File: config.mk
export PLATFORM = sky130hd
export DESIGN_NAME = lcd_ctrl
export DESIGN_NICKNAME = d
export VERILOG_FILES = /design/src/rtl/lcd_ctrl.sv
export SDC_FILE = /design/constraint.sdc
export NUM_CORES = 1
export LEC_CHECK = 0
export CELL_PAD_IN_SITES_DETAIL_PLACEMENT = 0
export CELL_PAD_IN_SITES_GLOBAL_PLACEMENT = 1
export CORE_ASPECT_RATIO = 2
export CORE_MARGIN = 2
export CORE_UTILIZATION = 41
export DETAILED_ROUTE_END_ITERATION = 16
export GPL_TIMING_DRIVEN = 0
export PLACE_DENSITY = 0.93
export SYNTH_ARGS = -nofsm -noshare
export SYNTH_HDL_FRONTEND = slang
export SYNTH_SLANG_ARGS = --single-unit
File: constraint.sdc
create_clock -name clk_i -period 3.6 [get_ports clk_i]
set_input_delay 0.9 -clock clk_i [delete_from_list [all_inputs] [get_ports clk_i]]
set_output_delay 0.9 -clock clk_i [all_outputs]
set_load 0.005 [all_outputs]
File: src/rtl/lcd_ctrl.sv
// HD44780-style character-LCD write sequencer: runs the power-on init bytes,
// then serialises requested command/data bytes into RS/EN/DATA timing on lcd_o.
module lcd_ctrl #(
    parameter int T_POWER = 800000,
    parameter int T_SETUP = 2,
    parameter int T_PULSE = 12,
    parameter int T_HOLD  = 2,
    parameter int T_CMD   = 2000,
    parameter int T_CLEAR = 82000,
    parameter int CNT_W   = 20
) (
    input  logic        clk_i,
    input  logic        rst_i,
    input  logic        lcd_on_i,
    input  logic        req_valid_i,
    output logic        req_ready_o,
    input  logic        req_rs_i,
    input  logic [7:0]  req_data_i,
    output logic        busy_o,
    output logic        init_done_o,
    output logic [31:0] lcd_o
);

    localparam logic [2:0] PWR_WAIT = 3'd0;
    localparam logic [2:0] SETUP    = 3'd1;
    localparam logic [2:0] PULSE    = 3'd2;
    localparam logic [2:0] HOLD     = 3'd3;
    localparam logic [2:0] WAIT     = 3'd4;
    localparam logic [2:0] IDLE     = 3'd5;

    // Counter reload values: a state lasting N cycles loads N-1 and exits on 0.
    localparam logic [CNT_W-1:0] LD_POWER = CNT_W'(T_POWER - 1);
    localparam logic [CNT_W-1:0] LD_SETUP = CNT_W'(T_SETUP - 1);
    localparam logic [CNT_W-1:0] LD_PULSE = CNT_W'(T_PULSE - 1);
    localparam logic [CNT_W-1:0] LD_HOLD  = CNT_W'(T_HOLD - 1);
    localparam logic [CNT_W-1:0] LD_CMD   = CNT_W'(T_CMD - 1);
    localparam logic [CNT_W-1:0] LD_CLEAR = CNT_W'(T_CLEAR - 1);

    logic [2:0]       state;
    logic [CNT_W-1:0] cnt;
    logic [1:0]       init_idx;
    logic             rs_q;
    logic [7:0]       data_q;
    logic             en_q;
    logic             on_q;
    logic             ready_q;
    logic             init_done_q;
    logic             cnt_zero;
    logic             slow_cmd;

    function automatic logic [7:0] init_byte(input logic [1:0] idx);
        case (idx)
            2'd0:    init_byte = 8'h38;
            2'd1:    init_byte = 8'h0C;
            2'd2:    init_byte = 8'h01;
            default: init_byte = 8'h06;
        endcase
    endfunction

    assign cnt_zero = (cnt == '0);
    // Clear (0x01) and return-home (0x02/0x03) take the long execution time.
    assign slow_cmd = !rs_q && (data_q[7:2] == 6'd0) && (data_q[1:0] != 2'd0);

    // NOTE: every register here uses non-blocking assignment so all next-state
    // decisions read the values from before this edge.
    always_ff @(posedge clk_i) begin
        if (rst_i) begin
            state       <= PWR_WAIT;
            cnt         <= LD_POWER;
            init_idx    <= 2'd0;
            rs_q        <= 1'b0;
            data_q      <= 8'h00;
            en_q        <= 1'b0;
            on_q        <= 1'b0;
            ready_q     <= 1'b0;
            init_done_q <= 1'b0;
        end else begin
            on_q <= lcd_on_i;
            case (state)
                PWR_WAIT: begin
                    if (cnt_zero) begin
                        state  <= SETUP;
                        cnt    <= LD_SETUP;
                        rs_q   <= 1'b0;
                        data_q <= init_byte(2'd0);
                    end else begin
                        cnt <= cnt - 1'b1;
                    end
                end
                SETUP: begin
                    if (cnt_zero) begin
                        state <= PULSE;
                        cnt   <= LD_PULSE;
                        en_q  <= 1'b1;
                    end else begin
                        cnt <= cnt - 1'b1;
                    end
                end
                PULSE: begin
                    if (cnt_zero) begin
                        state <= HOLD;
                        cnt   <= LD_HOLD;
                        en_q  <= 1'b0;
                    end else begin
                        cnt <= cnt - 1'b1;
                    end
                end
                HOLD: begin
                    if (cnt_zero) begin
                        state <= WAIT;
                        cnt   <= slow_cmd ? LD_CLEAR : LD_CMD;
                    end else begin
                        cnt <= cnt - 1'b1;
                    end
                end
                WAIT: begin
                    if (!cnt_zero) begin
                        cnt <= cnt - 1'b1;
                    end else if (!init_done_q && init_idx != 2'd3) begin
                        init_idx <= init_idx + 2'd1;
                        rs_q     <= 1'b0;
                        data_q   <= init_byte(init_idx + 2'd1);
                        state    <= SETUP;
                        cnt      <= LD_SETUP;
                    end else begin
                        init_done_q <= 1'b1;
                        ready_q     <= 1'b1;
                        state       <= IDLE;
                    end
                end
                IDLE: begin
                    if (req_valid_i && ready_q) begin
                        rs_q    <= req_rs_i;
                        data_q  <= req_data_i;
                        ready_q <= 1'b0;
                        state   <= SETUP;
                        cnt     <= LD_SETUP;
                    end
                end
                default: begin
                    state <= PWR_WAIT;
                    cnt   <= LD_POWER;
                end
            endcase
        end
    end

    assign req_ready_o = ready_q;
    assign busy_o      = ~ready_q;
    assign init_done_o = init_done_q;
    assign lcd_o       = {on_q, 20'd0, en_q, rs_q, 1'b0, data_q};

endmodule

Yosys cells after proc, flatten, opt, wreduce, memory -nomap -nowiden
Cells that the tools add are included.
{ "word_totals": {"mem_bits_ro": 0, "memories": 0, "latchBits": 0, "output_inout_bits": 35, "elab_cells": 85, "input_bits": 13, "regBits": 38, "ram_bits": 0} }
{ "op_classes": {"n_bitwise": 2, "multipliers": 0, "n_div": 0, "eq_ne": 17, "add_sub_neg": 2, "n_mux": 33, "magnitude_cmp": 0, "n_reduce_logical": 22, "shift": 0} }
{ "op_table": {"columns": ["operator", "n"], "rows": [
  ["20-bit two-way mux", 6],
  ["20-bit case mux with 5 select lines", 1],
  ["8-bit two-way mux", 4],
  ["8-bit case mux with 3 select lines", 1],
  ["3-bit two-way mux", 7],
  ["20-bit zero test", 1],
  ["20-bit by 1-bit subtractor with 20-bit output (second input constant)", 1],
  ["2-bit != test (second input constant)", 9],
  ["3-bit case mux with 6 select lines", 1],
  ["6-bit case mux with 3 select lines", 1],
  ["17-bit two-way mux", 1],
  ["3-bit AND reduction", 3],
  ["1-bit two-way mux", 8],
  ["3-bit by 2-bit equality test with 1-bit output (second input constant)", 2],
  ["3-bit equality test (second input constant)", 2],
  ["6-bit zero test", 1],
  ["6-bit AND reduction", 1],
  ["2-bit nonzero test", 3],
  ["5-bit AND reduction", 1],
  ["1-bit logical AND", 4],
  ["1-bit case mux with 2 select lines", 2],
  ["4-bit AND reduction", 1],
  ["3-bit by 1-bit equality test with 1-bit output (second input constant)", 1],
  ["3-bit zero test", 1],
  ["other kinds (11)", 13]
]} }

Depth between registers and ports, before layout
{ "depth": {"word_depth": 6, "ltp_mapped": 8, "mapped_depth_nobuf": 7} }

Worst setup path before layout
Ideal clock, no wire load.
{ "synth_path": {"path_kind": "reg2reg", "start": "reg cnt[0]", "end": "reg cnt[18]", "n_path_buf": 1, "required_ns": 3.478, "period_less_slack_ns": 2.364, "arrival_ns": 2.243, "stages_incl_launch_ff": 9, "setup_ns": 0.122, "slack_ns": 1.236, "cell_sequence": "dfxtp_1 -> inv_1 -> ha_1 -> or3b_2 -> or2_2 -> clkbuf_1 -> o21ai_4 -> o21ai_1 -> a221o_1"} }
{ "synth_via": {"elab_chain_len": 3, "elab_cells_between_ends": 9, "classes_between": "1 x add/sub; 1 x eq/ne; 5 x mux; 2 x reduce/logical"} }
{ "synth_rtl": {"columns": ["element", "line", "text"], "rows": [
  ["start, declared", "40", "logic [CNT_W-1:0] cnt;"],
  ["start signal, assigned", "87", "cnt <= cnt - 1'b1;"],
  ["start signal, assigned", "96", "cnt <= cnt - 1'b1;"],
  ["start signal, assigned", "105", "cnt <= cnt - 1'b1;"],
  ["20-bit by 1-bit subtractor with 20-bit output / 20-bit zero test (equally long branches)", null, null],
  ["20-bit two-way mux, or another cell as far along", "117", "if (!cnt_zero) begin"],
  ["20-bit case mux with 5 select lines / 2-bit AND reduction (equally long branches)", null, null]
]} }
Parallel ways exist; a longest one is shown, timed or not.
A chain may end at the register's enable or synchronous reset.

Worst setup path after layout
{ "layout_path": {"start": "reg cnt[0]", "end": "reg data_q[1]"} }
{ "layout_via": {"elab_chain_len": 3, "elab_cells_between_ends": 4, "classes_between": "2 x eq/ne; 2 x reduce/logical"} }
{ "layout_rtl": {"columns": ["element", "line", "text"], "rows": [
  ["20-bit zero test (*)", "60", "assign cnt_zero = (cnt == '0);"],
  ["2-bit != test (no line)", null, null],
  ["5-bit AND reduction (no line) (*)", null, null],
  ["end signal, assigned", "85", "data_q <= init_byte(2'd0);"],
  ["end signal, assigned", "122", "data_q <= init_byte(init_idx + 2'd1);"],
  ["end signal, assigned", "134", "data_q <= req_data_i;"],
  ["end, declared", "43", "logic [7:0] data_q;"]
]} }
Mark *: on every way between the ends. The rest lies on a longest branch, timed or not.

==> results.cfg <==
[status]
outcome = finished clean

[logic_synthesis]
yosysWarnings = 0
netlist_instances = 296
synth-seq-cells = 38
synth_edf_count = 0
ys.flop_type = dfxtp_1
synthArstFlopShare = 0
ys_seq_area_frac = 0.316
synth_area_um2 = 2410
synth_area_per_cell_um2 = 8.15
yosysUniqueCellTypes = 63

[setup_path]
worst-path-buf-inv = 1
rr_endpoint = data_q[1]$_SDFFE_PP0P_
worstPathMaxFanout = 8
end_kind = flip-flop
crit_type = flip-flop to flip-flop
crit_family = simple AND/OR/NAND/NOR gates
path_cells = inv_1 -> ha_1 -> or3b_2 -> nor4_4 -> a41oi_2 -> or4_1 -> a21oi_1
reg2reg_depth = 7
start_kind = flip-flop
cp.arrival_ns = 2.97
critPathMaxStageDelay_ns = 0.56
critPathSlowestCell = or4_1
reg2reg_setup_slack_ns = 0.85
reg2reg_from = cnt[0]$_SDFFE_PP1P_
worstPathRequired_ns = 3.81

[sta]
rsz0062_at_grt = false
max_slew_margin = 0.422
finalHoldViolations = 0
holdWs_ns = 0.488
worst_slew_pin_slew_ns = 0.863
timing.fmax_mhz = 363
timing.final.crit_period_ns = 2.75
slew_violations = 0
setup_viol = 0
finalCritPeriodShare = 0.765
skew_ns = 0.00581
tns_ns = 0

[clocking]
cts_tree = yes
cts_sinks = 38
cts_hold_buf = 0
htree_levels = 2
cts-root-buf = clkbuf_16
ctsResizeCount = 0
clk_path_buf_depth = 2
clk_transition_reported_paths_ns = 0.06
cts_made_buffers = 5
clock_latency_ns = 0.29
cts_setup_buffers = 0

[drt]
topRoutingLayerUsed = met4
ant_nets = 0
routedWlPerCell_um = 18.1
drt-pass1-iter-count = 4
via_per_inst = 5.99
wirelength_mm = 7.41
met2_length_mm = 4.20
m1WireLength_mm = 2.49
wl_met3_um = 305
drt_iter0_markers = 95
vias = 2457
drcViolationCount = 0

[worst_hold_path]
hp-class = flip-flop to flip-flop
hold_path_end = cnt[15]$_SDFFE_PP0P_
min-delay-start = cnt[15]$_SDFFE_PP0P_
min_path_cells = 2

[floorplan]
fp.dieH_um = 112
pin_count = 48
die_x_um = 58.2
core_um2 = 5710
die-area_um2 = 6550
rows = 39
start_util = 0.422

[place]
dpl.hpwl_mm = 5.63
io_buffers = 25
place_area_um2 = 2810
place.gp.congestion = 0.940
placed_cells = 402

[power]
seqPwrFrac = 0.398
irDropWorstVdd_v = 0.000391
netSwitchingFraction = 0.206
pwr-share-comb = 0.061
leakage_nw = 1.12
power_density_nw_per_um2 = 360
internal_power_mw = 0.860
switchingPower_mw = 0.223
p_clk_frac = 0.541

[final_layout]
finalNonFillerCells = 410
multiInputGateArea_um2 = 1430
seq_area_um2 = 761
mostFrequentLayoutCells = dfxtp_1, clkdlybuf4s50_1, buf_4, a21oi_1, nor2_1
layout_commonest_cell = dfxtp_1
num-nets-final = 367
drive_gt1_frac = 0.155
area_growth_pct = 24.7
n_antenna_cell = 0
nFillCells = 553
post-route-util = 0.527
final_cell_area_um2 = 3010

[global_routing]
grt_pass1_vias = 2458
antenna_found_initial = 0
grt_start_max_net_pins = 14
grt_pass1_wl_mm = 12.0
grt-ovfl-total = 0
grt.total_usage = 0.242

[run]
cap_violations = 0
==> flip-flops by register name, summed over array words and instances (netlist names), 2 cells and up <==
register	count
init_idx	2
data_q	8
cnt	20
state	3
==> final cells by class <==
| type | instances | share of cell area |
|---|---|---|
| repair buffers | 25 | 0.0832 |
| inverters | 14 | 0.0175 |
| clock inverters | 3 | 0.0229 |
| multi-input cells | 227 | 0.477 |
| flip-flops and latches | 38 | 0.253 |
| plain buffers | 37 | 0.0795 |
| clock buffers | 5 | 0.0416 |
| well taps | 61 | 0.0254 |
==> cell usage after synthesis, types with 2 or more instances <==
cell type  number  area (um^2)
or3_1           5         31.3
or4_1           8         60.1
a21oi_1        23          115
a211o_1         2         17.5
nand2_1        16         60.1
o21ai_1         2         10.0
o211ai_1        6         45.0
clkbuf_1        9         33.8
inv_1          13         48.8
xnor2_1         2         17.5
nor3_1         13         65.1
buf_4          24          180
buf_2           2         10.0
a31oi_1         8         50.1
nand3_1         9         45.0
o21ai_0        13         65.1
a221o_1         3         30.0
nand3b_1        2         15.0
o32ai_1         2         17.5
o211a_1         2         20.0
dfxtp_1        38          761
a22o_1          3         26.3
or3b_2          2         17.5
nor2_1         22         82.6
nor4_1          8         50.1
ha_1            6         75.1
o2111ai_1       4         35.0
nor4_4          2         42.5
or2_2           7         43.8
nor3_2          2         20.0
mux2i_1         3         30.0
nand4_1         4         25.0
==> power by group through the flow <==
stage | Clock (mW) | Combinational, mW | Sequential (mW)
final | 0.585 | 0.0664 | 0.431
after global routing | 0.605 | 0.0735 | 0.431
after CTS | 0.588 | 0.0654 | 0.431
after detailed placement | 0 | 0.0651 | 0.440
after global placement | 0 | 0.0638 | 0.439
after floorplan | 0 | 0.0440 | 0.438
==> worst max path at each step <==
stage	from	endpoint	depth (start not counted)
after detailed placement	req_valid_i	cnt[3]$_SDFFE_PP1P_	5
final	cnt[0]$_SDFFE_PP1P_	data_q[1]$_SDFFE_PP0P_	7
after global routing	cnt[4]$_SDFFE_PP1P_	cnt[13]$_SDFFE_PP1P_	7
after CTS	req_valid_i	cnt[3]$_SDFFE_PP1P_	5
after global placement	req_valid_i	cnt[3]$_SDFFE_PP1P_	5
after floorplan	cnt[0]$_SDFFE_PP1P_	cnt[18]$_SDFFE_PP1P_	8
==> per-stage QoR <==
stage,setup slack [ns],total power [mW]
2_1_floorplan,1.24,0.482
6_report,0.847,1.08
4_1_cts,0.880,1.08
5_1_grt,0.663,1.11
3_3_place_gp,0.649,0.503
3_5_place_dp,0.594,0.505
==> cells by family (layout without fill, tap and decap cells) <==
| family | Yosys count | in the layout | synth area share |
|---|---|---|---|
| other cells | 1 | 21 | 0.00156 |
| simple gates | 107 | 107 | 0.255 |
| xor+xnor | 3 | 3 | 0.0109 |
| mux | 3 | 3 | 0.0125 |
| fa+ha+maj | 6 | 6 | 0.0311 |
| compound gates | 87 | 87 | 0.253 |
| flops | 38 | 38 | 0.316 |
| buf+inv | 51 | 84 | 0.121 |
==> tightest hold or removal path: stages (launching register included) <==
cell and delay, ns:
dfxtp_1 0.32, nand2_1 0.06, o32ai_1 0.06
==> metal layers <==
| metal | up-vias | GRT usage |
|---|---|---|
| met5 | - | 0 |
| met4 | 0 | 0.164 |
| met3 | 31 | 0.0369 |
| met2 | 98 | 0.455 |
| met1 | 1159 | 0.225 |
| li1 | 1169 | - |
(Power assumes the default switching activity.)
